===== src/rtl/word_byte_serializer.sv =====
// Serializes a 1/2/4-byte field of a 32-bit word MSB-first onto a byte valid/ready port.
// First byte is valid the cycle after Load is taken; OReady low holds O/Last stable, Done pulses after the final beat.
module word_byte_serializer (
    input  logic        clk_i,
    input  logic        rst_ni,
    input  logic        load_i,
    input  logic [1:0]  size_i,
    input  logic [31:0] word_i,
    input  logic        oready_i,
    output logic        busy_o,
    output logic [7:0]  o_o,
    output logic        ovalid_o,
    output logic        last_o,
    output logic        done_o
);

    typedef enum logic {
        IDLE = 1'b0,
        SEND = 1'b1
    } state_t;

    state_t      state_q, state_d;
    logic [31:0] sr_q, sr_d;
    logic [1:0]  cnt_q, cnt_d;
    logic        done_q, done_d;

    always_ff @(posedge clk_i) begin
        if (!rst_ni) begin
            state_q <= IDLE;
            sr_q    <= 32'h0;
            cnt_q   <= 2'd0;
            done_q  <= 1'b0;
        end else begin
            state_q <= state_d;
            sr_q    <= sr_d;
            cnt_q   <= cnt_d;
            done_q  <= done_d;
        end
    end

    always_comb begin
        state_d = state_q;
        sr_d    = sr_q;
        cnt_d   = cnt_q;
        done_d  = 1'b0;
        case (state_q)
            IDLE: begin
                if (load_i) begin
                    // Left-justify the selected field so the outgoing byte is always sr[31:24].
                    case (size_i)
                        2'b00: begin
                            sr_d  = {word_i[7:0], 24'h0};
                            cnt_d = 2'd0;
                        end
                        2'b01: begin
                            sr_d  = {word_i[15:0], 16'h0};
                            cnt_d = 2'd1;
                        end
                        default: begin
                            sr_d  = word_i;
                            cnt_d = 2'd3;
                        end
                    endcase
                    state_d = SEND;
                end
            end
            SEND: begin
                if (oready_i) begin
                    if (cnt_q != 2'd0) begin
                        sr_d  = {sr_q[23:0], 8'h00};
                        cnt_d = cnt_q - 2'd1;
                    end else begin
                        sr_d    = 32'h0;
                        cnt_d   = 2'd0;
                        state_d = IDLE;
                        done_d  = 1'b1;
                    end
                end
            end
            default: state_d = IDLE;
        endcase
    end

    // sr is cleared whenever the FSM returns to IDLE, so O reads 00 there.
    assign o_o      = sr_q[31:24];
    assign ovalid_o = (state_q == SEND);
    assign busy_o   = (state_q == SEND);
    assign last_o   = (state_q == SEND) && (cnt_q == 2'd0);
    assign done_o   = done_q;

endmodule


===== config.mk =====
export PLATFORM = sky130hd
export DESIGN_NAME = word_byte_serializer
export DESIGN_NICKNAME = d
export VERILOG_FILES = /design/src/rtl/word_byte_serializer.sv
export SDC_FILE = /design/constraint.sdc
export NUM_CORES = 1
export LEC_CHECK = 0
export ABC_AREA = 1
export BUFFER_PORTS_ARGS = -buffer_cell sky130_fd_sc_hd__buf_2
export CAP_MARGIN = 20
export CORE_ASPECT_RATIO = 0.7
export CORE_MARGIN = 4
export CORE_UTILIZATION = 40
export DETAILED_ROUTE_END_ITERATION = 16
export HOLD_SLACK_MARGIN = 0.03
export PLACE_DENSITY_LB_ADDON = 0.25
export SLEW_MARGIN = 10
export SYNTH_ARGS = -nofsm -noshare
export SYNTH_HDL_FRONTEND = slang
export SYNTH_SLANG_ARGS = --single-unit

===== constraint.sdc =====
create_clock -name clk_i -period 2.6 [get_ports clk_i]
set_clock_uncertainty 0.2 [all_clocks]
set_input_delay 0.26 -clock clk_i [delete_from_list [all_inputs] [get_ports clk_i]]
set_output_delay 0.26 -clock clk_i [all_outputs]
set_load 0.01 [all_outputs]

==> results of run 1 <==
[sequential cells by signal (all words and copies together), names as in the netlist]
register  count
busy_o        1
cnt_q         2
done_o        1
sr_q         32
[cell type report]
type,instances,area (µm²)
inverters,7,28.8
clock inverters,2,10.0
clock buffers,6,82.6
multi-input cells,227,1040
well taps,69,86.3
flip-flops and latches,36,721
repair buffers,53,278
fillers,539,2560
[power by group]
part	switching [µW]	internal (µW)	leakage (µW)
clock network	207	211	0.0000510
registers	29.8	599	0.000297
logic	199	107	0.000617
total	436	918	0.000965
[cell usage in the layout, fill, tap and decap left out]
| cell | instances |
|---|---|
| clkinv_1 | 1 |
| nand3_1 | 29 |
| nor2_4 | 3 |
| o21ai_0 | 10 |
| nor3_1 | 1 |
| nand2_1 | 80 |
| buf_4 | 3 |
| o21ai_1 | 33 |
| inv_2 | 2 |
| dlygate4sd3_1 | 1 |
| a21oi_1 | 32 |
| buf_2 | 49 |
| inv_4 | 1 |
| inv_1 | 3 |
| a31oi_1 | 1 |
| clkbuf_8 | 6 |
| clkinv_2 | 2 |
| nand4_1 | 8 |
| nor2_1 | 28 |
| nand2_4 | 1 |
| nand2_2 | 1 |
| dfxtp_1 | 36 |
[logic make-up (layout without fill, tap and decap cells)]
logic type             after synthesis  count (layout)
and+or+nand+nor                    151             151
AOI/OAI and AO/OA                   76              76
DFF                                 36              36
buffers and inverters               38              68
[timing repair]
action	4_1_cts	5_1_grt
setup buffers	0	0
endpoints found under the hold margin	1	0
hold buffers	1	0
[worst paths after layout]
path,startpoint,slack [ns],endpoint
hold reg to reg,sr_q[3],0.27,sr_q[3]
hold / removal,word_i[3],0.06,sr_q[3]
setup reg to reg,busy_o,0.63,sr_q[0]
setup / recovery,cnt_q[1],0.63,last_o
[stage by stage]
step           instances  util, %  power [µW]  area [µm²]
4_1_cts              400     46.7        1370        2240
3_3_place_gp         391     44.5         945        2140
2_1_floorplan        301        -         879        1990
3_5_place_dp         391     44.5         946        2140
6_report             400     46.7        1350        2240
5_1_grt              400     46.7        1440        2240
[metal layers]
layer / wire length [µm] / GRT usage (%)
met1: 2470 / 24.6
met2: 2490 / 29.8
met3: 473 / 5.53
met4: 52 / 4.44
met5: 0 / 0
[worst min-delay path, cell delays in order]
cell and delay, ns:
buf_2 0.12, nand4_1 0.08, a21oi_1 0.06
[cells in the mapped netlist]
library cell	count
nand2_2	1
nand3_1	29
o21ai_0	10
dfxtp_1	36
buf_4	18
inv_1	3
a21oi_1	32
buf_2	10
clkinv_1	1
inv_2	2
nor2_4	3
nand2_1	80
o21ai_1	33
nor3_1	1
nand2_4	1
nor2_1	28
a31oi_1	1
buf_6	1
clkbuf_1	2
nand4_1	8
inv_4	1
==> impl_metrics.tcl, run 1 <==
set metrics [dict create \
    synth_top_family_by_area "simple AND/OR/NAND/NOR gates" \
    slowest_stage "nor2_4" \
    cp_cell_sequence "nor2_4, inv_2, nor2_1, buf_2" \
    die_w_um 92.3 \
    hold_viol 0 \
    row_count 21 \
    num_vias 2060 \
    finalWeightedCongestion 0.838 \
    ios 50 \
    post-synth-top-area-cell "dfxtp_1" \
    syn2layout_area_growth_pct 12.7 \
    core_area_um2 4810 \
    slew_headroom_pct 54.3 \
    crit_cells 4 \
    start_util_pct 41.4 \
    max_cap_viol_count 0 \
    peakVddDrop_mv 0.222 \
    critPathLaunchType "register" \
    cts_htree_levels 2 \
    path_clk_slew_ns 0.08 \
    synth-seq-cells 36 \
    cp.arrival_ns 1.51 \
    post-route-period-util_pct 75.8 \
    synth_simple_gate_area_share_pct 33.0 \
    status "finished clean" \
    antenna_cells 0 \
    synthXorXnorAreaFrac_pct 0 \
    synth_fp_nets 339 \
    whs_ns 0.0635 \
    vias_per_cell 5.15 \
    synth_cell_type_count 21 \
    syn-cell-area_um2 1990 \
    io_buffers 49 \
    grt_pass1_vias 1864 \
    whs_path_depth 3 \
    place_ws_ns 0.651 \
    synthMuxAreaShare_pct 0 \
    synthTopCellsByArea "dfxtp_1 36%, nand2_1 15%, o21ai_1 8.3%, a21oi_1 8.0%, nand3_1 7.3%" \
    reg2regPathDepth 6 \
    antenna_found_initial 0 \
    worstMarginPinSlew_ns 0.686 \
    crit_type "reg2out" \
    grt_pass1_wl_mm 8.98 \
    drive_above_1_share_pct 20.5 \
    drtIter0Drc 137 \
    synth_warnings 0 \
    synth_compound_area_share_pct 19.2 \
    grtUsageTotal_pct 18.6 \
    drt_first_pass_iters 4 \
    crit_path_end_kind "primary output" \
    grt_max_degree 43 \
    routedWlPerCell_um 13.7 \
    syn_avg_cell_area_um2 6.62 \
    clk_latency_ns 0.29 \
    setup_tns_ns 0 \
    min_path_type "in2reg" \
    final_nets 368 \
    antenna_left 0 \
    route.detailed.drc 0 \
    period_minus_slack_ns 1.97 \
    tritoncts "built" \
    wl_mm 5.49 \
    worstPathRequired_ns 2.14 \
    cts-root-buf "clkbuf_8" \
    power_density_nw_per_um2 603 \
    dieArea_um2 6190 \
    maxClockFrequency_mhz 508 \
    setup_viol 0 \
    maxSlewViolCount 0 \
    power.leakage_uw 0.000965 \
    gr-total-overflow 0 \
    path_max_fanout 17 \
    synthAdderAreaFrac_pct 0 \
    max_stage_delay_ns 0.39 \
    rsz0062_at_grt "false" \
    hpwlAfterDp_mm 3.88 \
    cts_sinks 36 \
    clockBufferDepth 2 \
    cp_top_family "simple AND/OR/NAND/NOR gates" \
    die_y_um 67.0 \
    synth_top_area_share_pct 36.2 \
    ys_seq_area_share_pct 36.2 \
    fin_ws_ns 0.630 \
    netlist_instances 301 \
    crit_buf_inv 2 \
    cts_buffers 5 \
    ctsResizeCount 0 \
]
Note: power is estimated with default switching activity, not from simulation.
==> inputs of run 2 (changes only) <==
==> constraint.sdc (replaced) <==
create_clock -name clk_i -period 1.58 [get_ports clk_i]
set_clock_uncertainty 0.2 [all_clocks]
set_input_delay 0.158 -clock clk_i [delete_from_list [all_inputs] [get_ports clk_i]]
set_output_delay 0.158 -clock clk_i [all_outputs]
set_load 0.01 [all_outputs]
==> impl_metrics.tcl, run 2 (same netlist as run 1, synthesis figures left out) <==
set metrics [dict create \
    tritoncts "built" \
    cp_cell_sequence "nor2_4, inv_2, nor2_1, buf_2" \
    clk_latency_ns 0.29 \
    slowest_stage "dfxtp_1" \
    grt_pass1_vias 2006 \
    dieArea_um2 6190 \
    hold_viol 0 \
    maxClockFrequency_mhz 660 \
    cts-root-buf "clkbuf_8" \
    cts_buffers 5 \
    final_nets 397 \
    die_y_um 67.0 \
    grt_max_degree 30 \
    start_util_pct 41.4 \
    ios 50 \
    path_max_fanout 11 \
    place_ws_ns 0.107 \
    setup_tns_ns 0 \
    crit_type "reg2out" \
    syn2layout_area_growth_pct 27.5 \
    grt_pass1_wl_mm 9.53 \
    hpwlAfterDp_mm 3.97 \
    drtIter0Drc 155 \
    status "finished clean" \
    wl_mm 5.85 \
    peakVddDrop_mv 0.330 \
    grt-busiest-layer "met2" \
    fillerInstances 504 \
    whs_ns 0.0208 \
    setup_viol 0 \
    use_met1_pct 25.6 \
    fin_ws_ns 0.0647 \
    antenna_cells 0 \
    max_cap_viol_count 0 \
    routedWlPerCell_um 13.7 \
    largest_register "sr_q" \
    die_w_um 92.3 \
    gr-total-overflow 0 \
    route.detailed.drc 0 \
    grt_use_met2_pct 31.8 \
    worstMarginPinSlew_ns 0.322 \
    period_minus_slack_ns 1.52 \
    crit_buf_inv 2 \
    worstPathRequired_ns 1.22 \
    layout_commonest_cell "nand2_1" \
    power.leakage_uw 0.00111 \
    final_cell_mix "80 x nand2_1, 48 x buf_2, 35 x dfxtp_1, 33 x o21ai_1, 32 x a21oi_1" \
    core_area_um2 4810 \
    largest_reg_flops 32 \
    maxSlewViolCount 0 \
    min_path_type "in2reg" \
    io_buffers 49 \
    antenna_found_initial 0 \
    vias_per_cell 5.14 \
    path_clk_slew_ns 0.07 \
    grtUsageTotal_pct 19.5 \
    clockBufferDepth 2 \
    power_density_nw_per_um2 924 \
    top_regs "sr_q: 32 flops, cnt_q: 2 flops" \
    drt_first_pass_iters 4 \
    cts_htree_levels 2 \
    slew_headroom_pct 78.5 \
    cp.arrival_ns 1.16 \
    post-route-period-util_pct 95.9 \
    num_vias 2198 \
    cp_top_family "flip-flops" \
    critPathLaunchType "register" \
    max_stage_delay_ns 0.35 \
    antenna_left 0 \
    rsz0062_at_grt "false" \
    finalWeightedCongestion 0.829 \
    drive_above_1_share_pct 22.3 \
    grt.met3_usage_pct 4.85 \
    crit_path_end_kind "primary output" \
    row_count 21 \
    cts_sinks 36 \
]
run 2: changes by cell type in the layout (fill, tap and decap cells not counted):
cell	before	now
dlygate4sd3_1	1	17
buf_4	3	13
buf_6	0	2
clkinv_2	2	0
buf_2	49	48
clkbuf_8	6	7
dfxtp_1	36	35
dfxtp_2	0	1
dlymetal6s4s_1	0	1
nand2_2	1	0
nand2_4	1	2
nand2_8	0	1
run 2: final timing paths:
kind	depth (start not counted)	startpoint	slack, ns	to
worst max-delay path	4	cnt_q[1]	0.06	last_o
worst min-delay path	5	word_i[21]	0.02	sr_q[21]
worst max register to register	5	busy_o	0.15	sr_q[16]
worst min register to register	2	sr_q[7]	0.26	sr_q[7]
run 2: where the power goes:
part / switching (µW) / internal, µW
combinational: 357 / 241
clock: 332 / 389
sequential: 41.1 / 987
run 2: repair_timing:
action | in CTS | in global routing
gates resized for setup | 1 | 7
buffers inserted | 0 | 1
hold buffers | 18 | 0
setup endpoints to repair | 1 | 31
endpoints found under the hold margin | 17 | 0
pin swaps | 0 | 5
gates cloned | 0 | 1
run 2: stage by stage:
step | instances | power [µW] | utilization, % | cell area (µm²)
floorplan | 301 | 1450 | - | 1990
global placement | 401 | 1580 | 46.1 | 2220
detailed placement | 401 | 1590 | 46.1 | 2220
CTS | 426 | 2340 | 51.9 | 2500
global route | 428 | 2490 | 52.8 | 2540
finish | 428 | 2350 | 52.8 | 2540
run 2: cell type report:
| type | count | area (µm²) | area share [%] |
|---|---|---|---|
| Multi-Input combinational cell | 228 | 1060 | 41.9 |
| Timing Repair Buffer | 81 | 543 | 21.4 |
| Tap cell | 69 | 86.3 | 3.40 |
| Sequential cell | 36 | 722 | 28.4 |
| Inverter | 7 | 28.8 | 1.13 |
| Clock buffer | 7 | 96.3 | 3.79 |
run 2: worst register-to-register path: cells and delay by family (launching register included):
kind	cells	cell delay (ns)
and+or+nand+nor	3	0.46
buffers and inverters	1	0.19
AOI/OAI and AO/OA	1	0.14
DFF	1	0.34
run 2: routing by layer:
layer  vias to the layer above  part of all wire [%]
met5                         -                     0
met4                         0                   1.3
met3                         9                   5.8
met2                        62                    46
met1                      1015                    47
li1                       1112                     -
==> inputs of run 3 (changes only) <==
==> constraint.sdc (replaced) <==
create_clock -name clk_i -period 1.7 [get_ports clk_i]
set_clock_uncertainty 0.2 [all_clocks]
set_input_delay 0.17 -clock clk_i [delete_from_list [all_inputs] [get_ports clk_i]]
set_output_delay 0.17 -clock clk_i [all_outputs]
set_load 0.01 [all_outputs]
==> impl_metrics.tcl, run 3 (same netlist as run 1, synthesis figures left out) <==
set metrics [dict create \
    status "finished clean" \
    core_area_um2 4810 \
    antenna_found_initial 0 \
    hp-start "word_i[21]" \
    top_regs "sr_q: 32 flops, cnt_q: 2 flops" \
    dieArea_um2 6190 \
    use_met1_pct 24.9 \
    die_w_um 92.3 \
    power_frac_clock_pct 33.5 \
    grtUsageTotal_pct 19.1 \
    row_count 21 \
    cts_htree_levels 2 \
    final_nets 391 \
    dp.cells 399 \
    fin_ws_ns 0.111 \
    r2r_setup_slack_ns 0.30 \
    route.detailed.drc 0 \
    power.leakage_uw 0.00107 \
    crit_path_start "busy_o" \
    setup_viol 0 \
    period_minus_slack_ns 1.59 \
    maxClockFrequency_mhz 630 \
    largest_reg_flops 32 \
    worstPathRequired_ns 1.33 \
    grt_use_met2_pct 30.8 \
    internal_power_uw 1560 \
    start_util_pct 41.4 \
    gr-total-overflow 0 \
    grt-busiest-layer "met2" \
    cts-root-buf "clkbuf_8" \
    setup_tns_ns 0 \
    clockBufferDepth 2 \
    min_path_type "in2reg" \
    fillerInstances 495 \
    peakVddDrop_mv 0.404 \
    r2r_end "sr_q[29]" \
    rsz0062_at_grt "false" \
    pwr-share-comb_pct 23.7 \
    drtIter0Drc 136 \
    hold_viol 0 \
    crit_path_end_kind "primary output" \
    drive_above_1_share_pct 21.8 \
    grt_max_degree 34 \
    drt_first_pass_iters 4 \
    power_density_nw_per_um2 899 \
    p_switching_uw 672 \
    path_clk_slew_ns 0.07 \
    grt.met3_usage_pct 4.06 \
    syn2layout_area_growth_pct 24.6 \
    routedWlPerCell_um 13.6 \
    cp.arrival_ns 1.22 \
    post-route-util_pct 51.6 \
    worstMarginPinSlew_ns 0.281 \
    antenna_left 0 \
    num_vias 2143 \
    seq_power_share_pct 42.9 \
    final_cell_mix "79 x nand2_1, 49 x buf_2, 35 x dfxtp_1, 33 x o21ai_1, 32 x a21oi_1" \
    cts_buffers 5 \
    hpwlAfterDp_mm 3.98 \
    clk_latency_ns 0.29 \
    critPathLaunchType "register" \
    instances_no_fill 423 \
    crit_type "reg2out" \
    post_cts_buffers 0 \
    die_y_um 67.0 \
    post-route-period-util_pct 93.4 \
    swShare_pct 30.1 \
    io_buffers 49 \
    slew_headroom_pct 81.3 \
    timing.rr.start "busy_o" \
    maxSlewViolCount 0 \
    ios 50 \
    wl_mm 5.77 \
    grt_pass1_wl_mm 9.25 \
    grt_pass1_vias 1955 \
    max_cap_viol_count 0 \
    layout_commonest_cell "nand2_1" \
    reg2regPathDepth 6 \
    place_ws_ns 0.179 \
    finalWeightedCongestion 0.825 \
    vias_per_cell 5.07 \
    antenna_cells 0 \
    endpoint "last_o" \
    cts_sinks 36 \
    tritoncts "built" \
    largest_register "sr_q" \
    path_max_fanout 26 \
]
## run 3: what timing repair did
action	4_1_cts	5_1_grt
gates resized for setup	0	3
endpoints found under the setup margin	0	17
hold buffers	16	0
hold endpoints to repair	16	0
## run 3: worst min-delay path by stage
stage | endpoint | slack (ns) | depth (start not counted)
3_5_place_dp | busy_o | 0.23 | 2
2_1_floorplan | busy_o | 0.08 | 1
4_1_cts | sr_q[16] | 0.03 | 5
3_3_place_gp | busy_o | 0.23 | 2
5_1_grt | sr_q[16] | 0.07 | 5
6_report | sr_q[21] | 0.03 | 5
## run 3: per-stage QoR
stage / instance area, µm² / power (µW) / hold WS, ns
finish: 2480 / 2230 / 0.0341
global route: 2480 / 2360 / 0.0722
CTS: 2470 / 2240 / 0.0344
detailed placement: 2200 / 1470 / 0.230
global placement: 2200 / 1460 / 0.229
floorplan: 1990 / 1340 / 0.0805
## run 3: metal layers
metal,vias up,wire length (µm)
met5,-,0
met4,0,114
met3,11,400
met2,77,2660
met1,952,2590
li1,1103,-
## run 3: area by class of cell
| type | count | area, µm² | area share [%] |
|---|---|---|---|
| timing repair buffer | 76 | 488 | 19.7 |
| tap | 69 | 86.3 | 3.48 |
| clock inverter | 2 | 35.0 | 1.41 |
| clock buffer | 6 | 72.6 | 2.92 |
| multi-input combinational | 227 | 1050 | 42.3 |
| sequential | 36 | 722 | 29.1 |
| inverter | 7 | 28.8 | 1.16 |
## run 3: worst max-delay path, stage by stage, from the launching register on
cell	delay [ns]
dfxtp_2	0.35
inv_2	0.06
buf_4	0.28
nor2_1	0.09
buf_2	0.14
## run 3: power groups by stage
stage | sequential, µW | combinational, µW | clock (µW)
finish | 957 | 528 | 747
global route | 963 | 594 | 802
CTS | 956 | 523 | 763
detailed placement | 974 | 493 | 0
global placement | 973 | 491 | 0
floorplan | 968 | 376 | 0
